`config.mk`:
```
export PLATFORM = sky130hd
export DESIGN_NAME = muldiv_seq_flat
export DESIGN_NICKNAME = d
export VERILOG_FILES = /design/src/rtl/muldiv_pkg.sv /design/src/rtl/muldiv_if.sv /design/src/rtl/addsub8.sv /design/src/rtl/muldiv_seq.sv /design/src/flat_wrapper.sv
export SDC_FILE = /design/constraint.sdc
export NUM_CORES = 1
export LEC_CHECK = 0
export BUFFER_PORTS_ARGS = -buffer_cell sky130_fd_sc_hd__buf_2
export CAP_MARGIN = 5
export CORE_UTILIZATION = 42
export CTS_CLUSTER_SIZE = 40
export DETAILED_ROUTE_END_ITERATION = 7
export PLACE_DENSITY = 0.61
export SLEW_MARGIN = 30
export SYNTH_ARGS = -nofsm -noshare
export SYNTH_HDL_FRONTEND = slang
export SYNTH_HIERARCHICAL = 1
export SYNTH_SLANG_ARGS = --single-unit
```
`constraint.sdc`:
```
create_clock -name clk -period 2.6 [get_ports clk]
set_input_delay 0.13 -clock clk [delete_from_list [all_inputs] [get_ports clk]]
set_output_delay 0.13 -clock clk [all_outputs]
set_load 0.005 [all_outputs]
```
`src/rtl/muldiv_pkg.sv`:
```
// muldiv_pkg: shared constants and types for the multi-cycle multiply/divide sequencer.
//   MD_DATA_W      operand width (the add/sub datapath is fixed at 8 bits)
//   ST_IDLE/RUN/DONE  sequencer state encoding
//   OP_MUL/OP_DIV  op select encoding
//   DIV0_QUOT      quotient reported on divide by zero
//   muldiv_res_t   completed-operation payload {err, hi, lo}
package muldiv_pkg;

    localparam int unsigned MD_DATA_W = 8;

    localparam logic [1:0] ST_IDLE = 2'd0;
    localparam logic [1:0] ST_RUN  = 2'd1;
    localparam logic [1:0] ST_DONE = 2'd2;

    localparam logic OP_MUL = 1'b0;
    localparam logic OP_DIV = 1'b1;

    localparam logic [MD_DATA_W-1:0] DIV0_QUOT = 8'hFF;

    typedef struct packed {
        logic                 err;
        logic [MD_DATA_W-1:0] hi;
        logic [MD_DATA_W-1:0] lo;
    } muldiv_res_t;

endpackage

```
`src/rtl/muldiv_if.sv`:
```
// muldiv_if: start/busy/done request bus between CPU control and the sequencer.
//   master (CPU side): drives start, op, a, b; observes busy, done, result_hi, result_lo, err
//   slave  (sequencer): the reverse
interface muldiv_if;
    import muldiv_pkg::*;

    logic                 start;
    logic                 op;
    logic [MD_DATA_W-1:0] a;
    logic [MD_DATA_W-1:0] b;
    logic                 busy;
    logic                 done;
    logic [MD_DATA_W-1:0] result_hi;
    logic [MD_DATA_W-1:0] result_lo;
    logic                 err;

    modport master (
        output start, op, a, b,
        input  busy, done, result_hi, result_lo, err
    );

    modport slave (
        input  start, op, a, b,
        output busy, done, result_hi, result_lo, err
    );

endinterface

```
`src/rtl/addsub8.sv`:
```
// addsub8: combinational 8-bit adder/subtractor, {o_carry_c, o_sum_c} = i_a + (i_b ^ {8{i_sub}}) + i_sub.
//   i_a, i_b   operands
//   i_sub      1 = subtract (carry out of 1 means no borrow)
//   o_sum_c    8-bit result
//   o_carry_c  carry out (9th bit)
module addsub8 (
    input  logic [7:0] i_a,
    input  logic [7:0] i_b,
    input  logic       i_sub,
    output logic [7:0] o_sum_c,
    output logic       o_carry_c
);

    logic [7:0] w_b_eff;

    assign w_b_eff = i_b ^ {8{i_sub}};
    assign {o_carry_c, o_sum_c} = 9'(i_a) + 9'(w_b_eff) + 9'(i_sub);

endmodule

```
`src/rtl/muldiv_seq.sv`:
```
// muldiv_seq: multi-cycle unsigned 8x8 shift-add multiply and 8/8 restoring divide,
// one add/sub per clock through a shared addsub8, fixed latency start/busy/done handshake.
//   clk, rst_n   clock, asynchronous active-low reset
//   bus (slave)  start/op/a/b in; busy/done/result_hi/result_lo/err out
// Build option: define MULDIV_DIV_EN to include the divide path; without it, a divide
// request completes one cycle after accept with zero results and err set.
module muldiv_seq
    import muldiv_pkg::*;
#(
    parameter int unsigned DATA_W = MD_DATA_W,
    parameter int unsigned ITER   = DATA_W
) (
    input  logic     clk,
    input  logic     rst_n,
    muldiv_if.slave  bus
);

    localparam int unsigned CNT_W = (ITER > 1) ? $clog2(ITER) : 1;

    // Width is tied to the 8-bit add/sub datapath.
    generate
        if (DATA_W != 8) begin : g_bad_width
            $error("muldiv_seq: DATA_W must be 8");
        end
    endgenerate

    logic [1:0]        r_state;
    logic [1:0]        w_state_nxt;
    logic [CNT_W-1:0]  r_cnt;
    logic [DATA_W-1:0] r_acc;      // mul: accumulator, div: remainder
    logic [DATA_W-1:0] r_mq;       // mul: multiplier/product low, div: dividend/quotient
    logic [DATA_W-1:0] r_b;
    logic              r_short;    // completes after a single RUN cycle (error path)
    logic              r_busy;
    logic              r_done;
    muldiv_res_t       r_res;
`ifdef MULDIV_DIV_EN
    logic              r_op;
`endif

    logic              w_accept;
    logic              w_finish;
    logic              w_short_req;
    logic [DATA_W-1:0] w_as_a;
    logic              w_as_sub;
    logic [DATA_W-1:0] w_sum;
    logic              w_carry;
    logic [DATA_W-1:0] w_acc_it;
    logic [DATA_W-1:0] w_mq_it;

    assign w_accept = (r_state == ST_IDLE) && bus.start;
    assign w_finish = (r_state == ST_RUN) && (w_state_nxt == ST_DONE);

`ifdef MULDIV_DIV_EN
    assign w_short_req = (bus.op == OP_DIV) && (bus.b == '0);
`else
    assign w_short_req = (bus.op == OP_DIV);
`endif

    // Next-state logic
    always_comb begin
        w_state_nxt = r_state;
        case (r_state)
            ST_IDLE: if (bus.start) w_state_nxt = ST_RUN;
            ST_RUN:  if (r_short || (r_cnt == CNT_W'(ITER - 1))) w_state_nxt = ST_DONE;
            ST_DONE: w_state_nxt = ST_IDLE;
            default: w_state_nxt = ST_IDLE;
        endcase
    end

    // State register
    always_ff @(posedge clk or negedge rst_n) begin
        if (!rst_n) r_state <= ST_IDLE;
        else        r_state <= w_state_nxt;
    end

    // Add/sub operand select: divide feeds the left-shifted remainder and subtracts
    always_comb begin
        w_as_a   = r_acc;
        w_as_sub = 1'b0;
`ifdef MULDIV_DIV_EN
        if (r_op == OP_DIV) begin
            w_as_a   = {r_acc[DATA_W-2:0], r_mq[DATA_W-1]};
            w_as_sub = 1'b1;
        end
`endif
    end

    addsub8 u_addsub (
        .i_a       (w_as_a),
        .i_b       (r_b),
        .i_sub     (w_as_sub),
        .o_sum_c   (w_sum),
        .o_carry_c (w_carry)
    );

    // One iteration of the selected algorithm
    always_comb begin
        w_acc_it = r_acc;
        w_mq_it  = r_mq;
`ifdef MULDIV_DIV_EN
        if (r_op == OP_DIV) begin
            // msb shifted out of rem[7] means the shifted remainder already exceeds b
            if (r_acc[DATA_W-1] | w_carry) begin
                w_acc_it = w_sum;
                w_mq_it  = {r_mq[DATA_W-2:0], 1'b1};
            end else begin
                w_acc_it = w_as_a;
                w_mq_it  = {r_mq[DATA_W-2:0], 1'b0};
            end
        end else
`endif
        begin
            if (r_mq[0]) {w_acc_it, w_mq_it} = {w_carry, w_sum, r_mq[DATA_W-1:1]};
            else         {w_acc_it, w_mq_it} = {1'b0, r_acc, r_mq[DATA_W-1:1]};
        end
    end

    // Working registers, counter and registered outputs
    always_ff @(posedge clk or negedge rst_n) begin
        if (!rst_n) begin
            r_cnt   <= '0;
            r_acc   <= '0;
            r_mq    <= '0;
            r_b     <= '0;
            r_short <= 1'b0;
            r_busy  <= 1'b0;
            r_done  <= 1'b0;
            r_res   <= '0;
`ifdef MULDIV_DIV_EN
            r_op    <= OP_MUL;
`endif
        end else begin
            r_busy <= (w_state_nxt != ST_IDLE);
            r_done <= (w_state_nxt == ST_DONE);
            if (w_accept) begin
                r_cnt     <= '0;
                r_acc     <= '0;
                r_mq      <= bus.a;
                r_b       <= bus.b;
                r_short   <= w_short_req;
                r_res.err <= 1'b0;
`ifdef MULDIV_DIV_EN
                r_op      <= bus.op;
`endif
            end else if (r_state == ST_RUN) begin
                r_cnt <= r_cnt + CNT_W'(1);
                if (!r_short) begin
                    r_acc <= w_acc_it;
                    r_mq  <= w_mq_it;
                end
            end
            if (w_finish) begin
                if (r_short) begin
`ifdef MULDIV_DIV_EN
                    r_res <= '{err: 1'b1, hi: r_mq, lo: DIV0_QUOT};
`else
                    r_res <= '{err: 1'b1, hi: '0, lo: '0};
`endif
                end else begin
                    r_res <= '{err: 1'b0, hi: w_acc_it, lo: w_mq_it};
                end
            end
        end
    end

    assign bus.busy      = r_busy;
    assign bus.done      = r_done;
    assign bus.result_hi = r_res.hi;
    assign bus.result_lo = r_res.lo;
    assign bus.err       = r_res.err;

endmodule
```
`src/flat_wrapper.sv`:
```
// flat-port wrapper written by rule: the top's interface ports become plain ports
module muldiv_seq_flat import muldiv_pkg::*;
#(
    parameter int unsigned DATA_W = MD_DATA_W,
    parameter int unsigned ITER   = DATA_W
)
  (clk, rst_n, bus_start, bus_op, bus_a, bus_b, bus_busy, bus_done, bus_result_hi, bus_result_lo, bus_err);
  muldiv_if bus_i ();
  input  logic clk;
  input  logic rst_n;
  input wire logic [$bits(bus_i.start)-1:0] bus_start;
  input wire logic [$bits(bus_i.op)-1:0] bus_op;
  input wire logic [$bits(bus_i.a)-1:0] bus_a;
  input wire logic [$bits(bus_i.b)-1:0] bus_b;
  output wire logic [$bits(bus_i.busy)-1:0] bus_busy;
  output wire logic [$bits(bus_i.done)-1:0] bus_done;
  output wire logic [$bits(bus_i.result_hi)-1:0] bus_result_hi;
  output wire logic [$bits(bus_i.result_lo)-1:0] bus_result_lo;
  output wire logic [$bits(bus_i.err)-1:0] bus_err;
  assign bus_i.start = bus_start;
  assign bus_i.op = bus_op;
  assign bus_i.a = bus_a;
  assign bus_i.b = bus_b;
  assign bus_busy = bus_i.busy;
  assign bus_done = bus_i.done;
  assign bus_result_hi = bus_i.result_hi;
  assign bus_result_lo = bus_i.result_lo;
  assign bus_err = bus_i.err;
  muldiv_seq #(.DATA_W(DATA_W), .ITER(ITER)) u_core (.clk(clk), .rst_n(rst_n), .bus(bus_i));
endmodule
```
==> metrics <==
Final Setup Violations 0; Achievable Freq 0.449 GHz; clock root buffer clkbuf_8; Clock Pin Slew Worst Setup and Hold Paths 0.09 ns; Antenna diodes 0; first-pass GRT wire length 8690 um; core area around 6000 sq um; setup_tns 0 ns; CP dominant cell by count o31a_1; Setup WS pre-CTS 0.375 ns; H-tree Lvls 2; internal power approximately 2400 uW; Final Hold Viols 0; Via density ~5.5; Layout area overhead 12.8%; switching share of power between 40% and 50%; CTS tree done; required time of the critical path 2.80 ns; YS warnings 6; gp weighted congestion 0.738; fin cells about 340; crit-path cells xor2_1, ha_1, nor2b_1, o31a_1, o31a_1, o22a_1, nand2_1, nor2_1, mux2_2; # nets final 290; RSZ-0062 raised after global routing false; Placed Cells roughly 330; DRC errors left 0; post-layout worst setup margin roughly 0.37 ns; final wirelength between 5000 and 6000 um; post-synthesis mux area share about 18%; fill count between 500 and 600; PortBufs 38; worst-path maximum fanout 4; Max Cap Viol 0; total of cells resized after clock tree synthesis 0; clk_lat worst skew 0.31 ns; largest net degree at the start of global routing 35; Slew Limit Fails 0; post-synthesis xor/xnor area fraction roughly 4.0%; antenna violations before repair 0; Crit path depth 9; Pwr Density around 1300 nW/um^2; total grt overflow 0; boundary pin count 39; Mapped Area approximately 2600 sq um; Post-Syn Area per Cell between 10 and 15 sq um; Cells after Synth ~220; Worst-Margin Slew 0.724 ns; combinational power share between 50% and 60%; VDD IR max between 0.0006 and 0.0007 V; worst reg2reg path depth 9; CTS Sinks slightly below 50; Starting Density between 40 and 50%; vias post-DR between 1,500 and 2,000; area share of and/or/nand/nor cells after synthesis about 6.3%; largest family of logic cells by synthesized area multiplexers; clock group share of total power about 15%; Synth Area in Compound Gates ~13%; predominant post-synthesis flop cell dfrtp_1; First-pass DRT Iterations 4; Global Route Usage Sum 17.9%; sequential cell area fraction in the yosys report roughly 46%; Die ar. about 6600 sq um; crit-path max cell delay 0.39 ns; critical path's top delay family compound AO/OA/AOI/OAI gates; status complete, no violations; total CTS buffers 5; net count after synthesis around 250; antenna-violating nets left 0; synth unique cells 44; Rows 28; Post-Synth Adder-Cell Area 5.01%; Worst Hold Class in -> reg; hold path cells 2; wire per inst between 15 and 20 um; Worst Path Buf+Inv 0; Leak Pwr 0.00146 uW; WP data arrival around 2.4 ns; Final Skew 0.00836 ns; Chip Width 81.4 um; Clock Path Buffers 2; share of the synthesized area in the top cell type 46.4%; top post-synthesis cells by area dfrtp_1 (46%), mux2i_1 (7.9%), mux2_2 (6.8%), o41ai_1 (5.0%), ha_1 (4.3%); Synth Register Bits between 40 and 50; largest area contributor in the netlist dfrtp_1; P_sw approximately 1600 uW; share of cells above drive strength 1 between 30% and 40%; EDFF count, synth 0; Die H 81.4 um; register share of total power 32.9%; Worst Setup End Kind flop; startpoint types flop; vias in the first global route roughly 1,800; DP Wirelength 3630 um; Slew headroom between 50 and 60%; Async S/R FF share, synth 100%; post-layout minimum cycle time between 2 and 2.5 ns; Crit-path slowest cell dfrtp_1; critical path type reg -> reg; crit share post-route 85.7%; number of DRC markers in iteration 0 128
[per-stage QoR]
step | total power, uW | area [sq um] | hold slack (ns) | util (%)
5_1_grt | 4310 | 2980 | 0.0339 | 49.8
3_5_place_dp | 3430 | 2850 | 0.0767 | 47.6
2_1_floorplan | 3010 | 2650 | -0.166 | -
3_3_place_gp | 3380 | 2850 | 0.0722 | 47.6
4_1_cts | 4030 | 2980 | 0.0365 | 49.8
6_report | 4000 | 2980 | 0.0482 | 49.8
[final timing paths]
kind / to / from / slack [ns]
worst max-delay path: u_core/r_acc[7] / u_core/r_b[2] / 0.37
worst max register to register: u_core/r_acc[7] / u_core/r_b[2] / 0.37
min in group asynchronous: u_core/bus.result_lo[1] / rst_n / 0.29
worst min-delay path: u_core/r_b[7] / bus_b[7] / 0.05
worst min register to register: u_core/bus.result_hi[5] / u_core/bus.result_hi[5] / 0.50
max in group asynchronous: u_core/r_acc[2] / rst_n / 1.53
[cell type report]
| class | instances | area [sq um] | share of cell area (%) |
|---|---|---|---|
| timing repair buffer | 45 | 245 | 8.22 |
| clock buffer | 6 | 82.6 | 2.77 |
| sequential | 49 | 1230 | 41.1 |
| clock inverter | 2 | 37.5 | 1.26 |
| inverter | 13 | 48.8 | 1.64 |
| tap | 75 | 93.8 | 3.14 |
| multi-input combinational | 146 | 1250 | 41.9 |
[sequential cells by signal, indices dropped and copies added, names as in the netlist]
name / flops
u_core/r_short: 1
u_core/bus.err: 1
u_core/r_cnt: 3
u_core/r_state: 2
u_core/bus.done: 1
u_core/r_mq: 8
u_core/r_acc: 8
u_core/bus.busy: 1
u_core/bus.result_hi: 8
u_core/r_b: 8
u_core/bus.result_lo: 8
[cells in the final DEF, fill, tap and decap left out, types with 2 or more instances in the layout]
cell,count
xor2_1,9
buf_2,38
a22o_1,2
or2_2,2
nand2_1,4
dfrtp_1,49
o21ai_1,3
nand2b_1,2
nor2_1,15
ha_1,9
a21oi_1,2
o21ai_0,16
o41ai_1,15
buf_4,6
nor2b_1,2
o31a_1,2
xnor2_1,3
mux2_2,16
inv_1,13
mux2i_1,21
mux2_4,5
clkbuf_8,6
[Yosys cell counts (all sizes together), types with 2 or more instances]
library cell  instances
nand2b                3
o31a                  2
inv                  13
buf                  10
a21oi                 3
o21ai                20
xor2                  9
o41ai                15
nor2b                 2
ha                    9
clkbuf                5
mux2                 21
nor2                 16
a22o                  2
nand2                 4
mux2i                22
dfrtp                49
or2                   2
xnor2                 3
[power groups by stage]
stage               Combinational (uW)  Sequential (uW)  Clock [uW]
finish                            2100             1320         587
detailed placement                2100             1330           0
global route                      2310             1360         640
floorplan                         1740             1270           0
global placement                  2050             1330           0
CTS                               2110             1320         602
[per-layer routing]
layer	GRT usage, %	share of wire, %	vias up
li1	-	-	873
met4	9.11	2.0	0
met3	3.48	3.4	8
met5	0	0	-
met2	26.1	46	35
met1	25.1	49	929
[cell families after synthesis]
logic type / Yosys count
AO/OA/AOI/OAI: 49
XOR/XNOR: 12
adder cells (fa/ha/maj): 10
buffers and inverters: 28
flip-flops: 49
multiplexers: 43
other: 1
AND/OR/NAND/NOR: 31
[repair_timing]
action / in CTS / in global routing
hold buffers: 1 / 0
hold endpoints to repair: 15 / 0
setup buffers: 0 / 0
(Power assumes the default switching activity.)
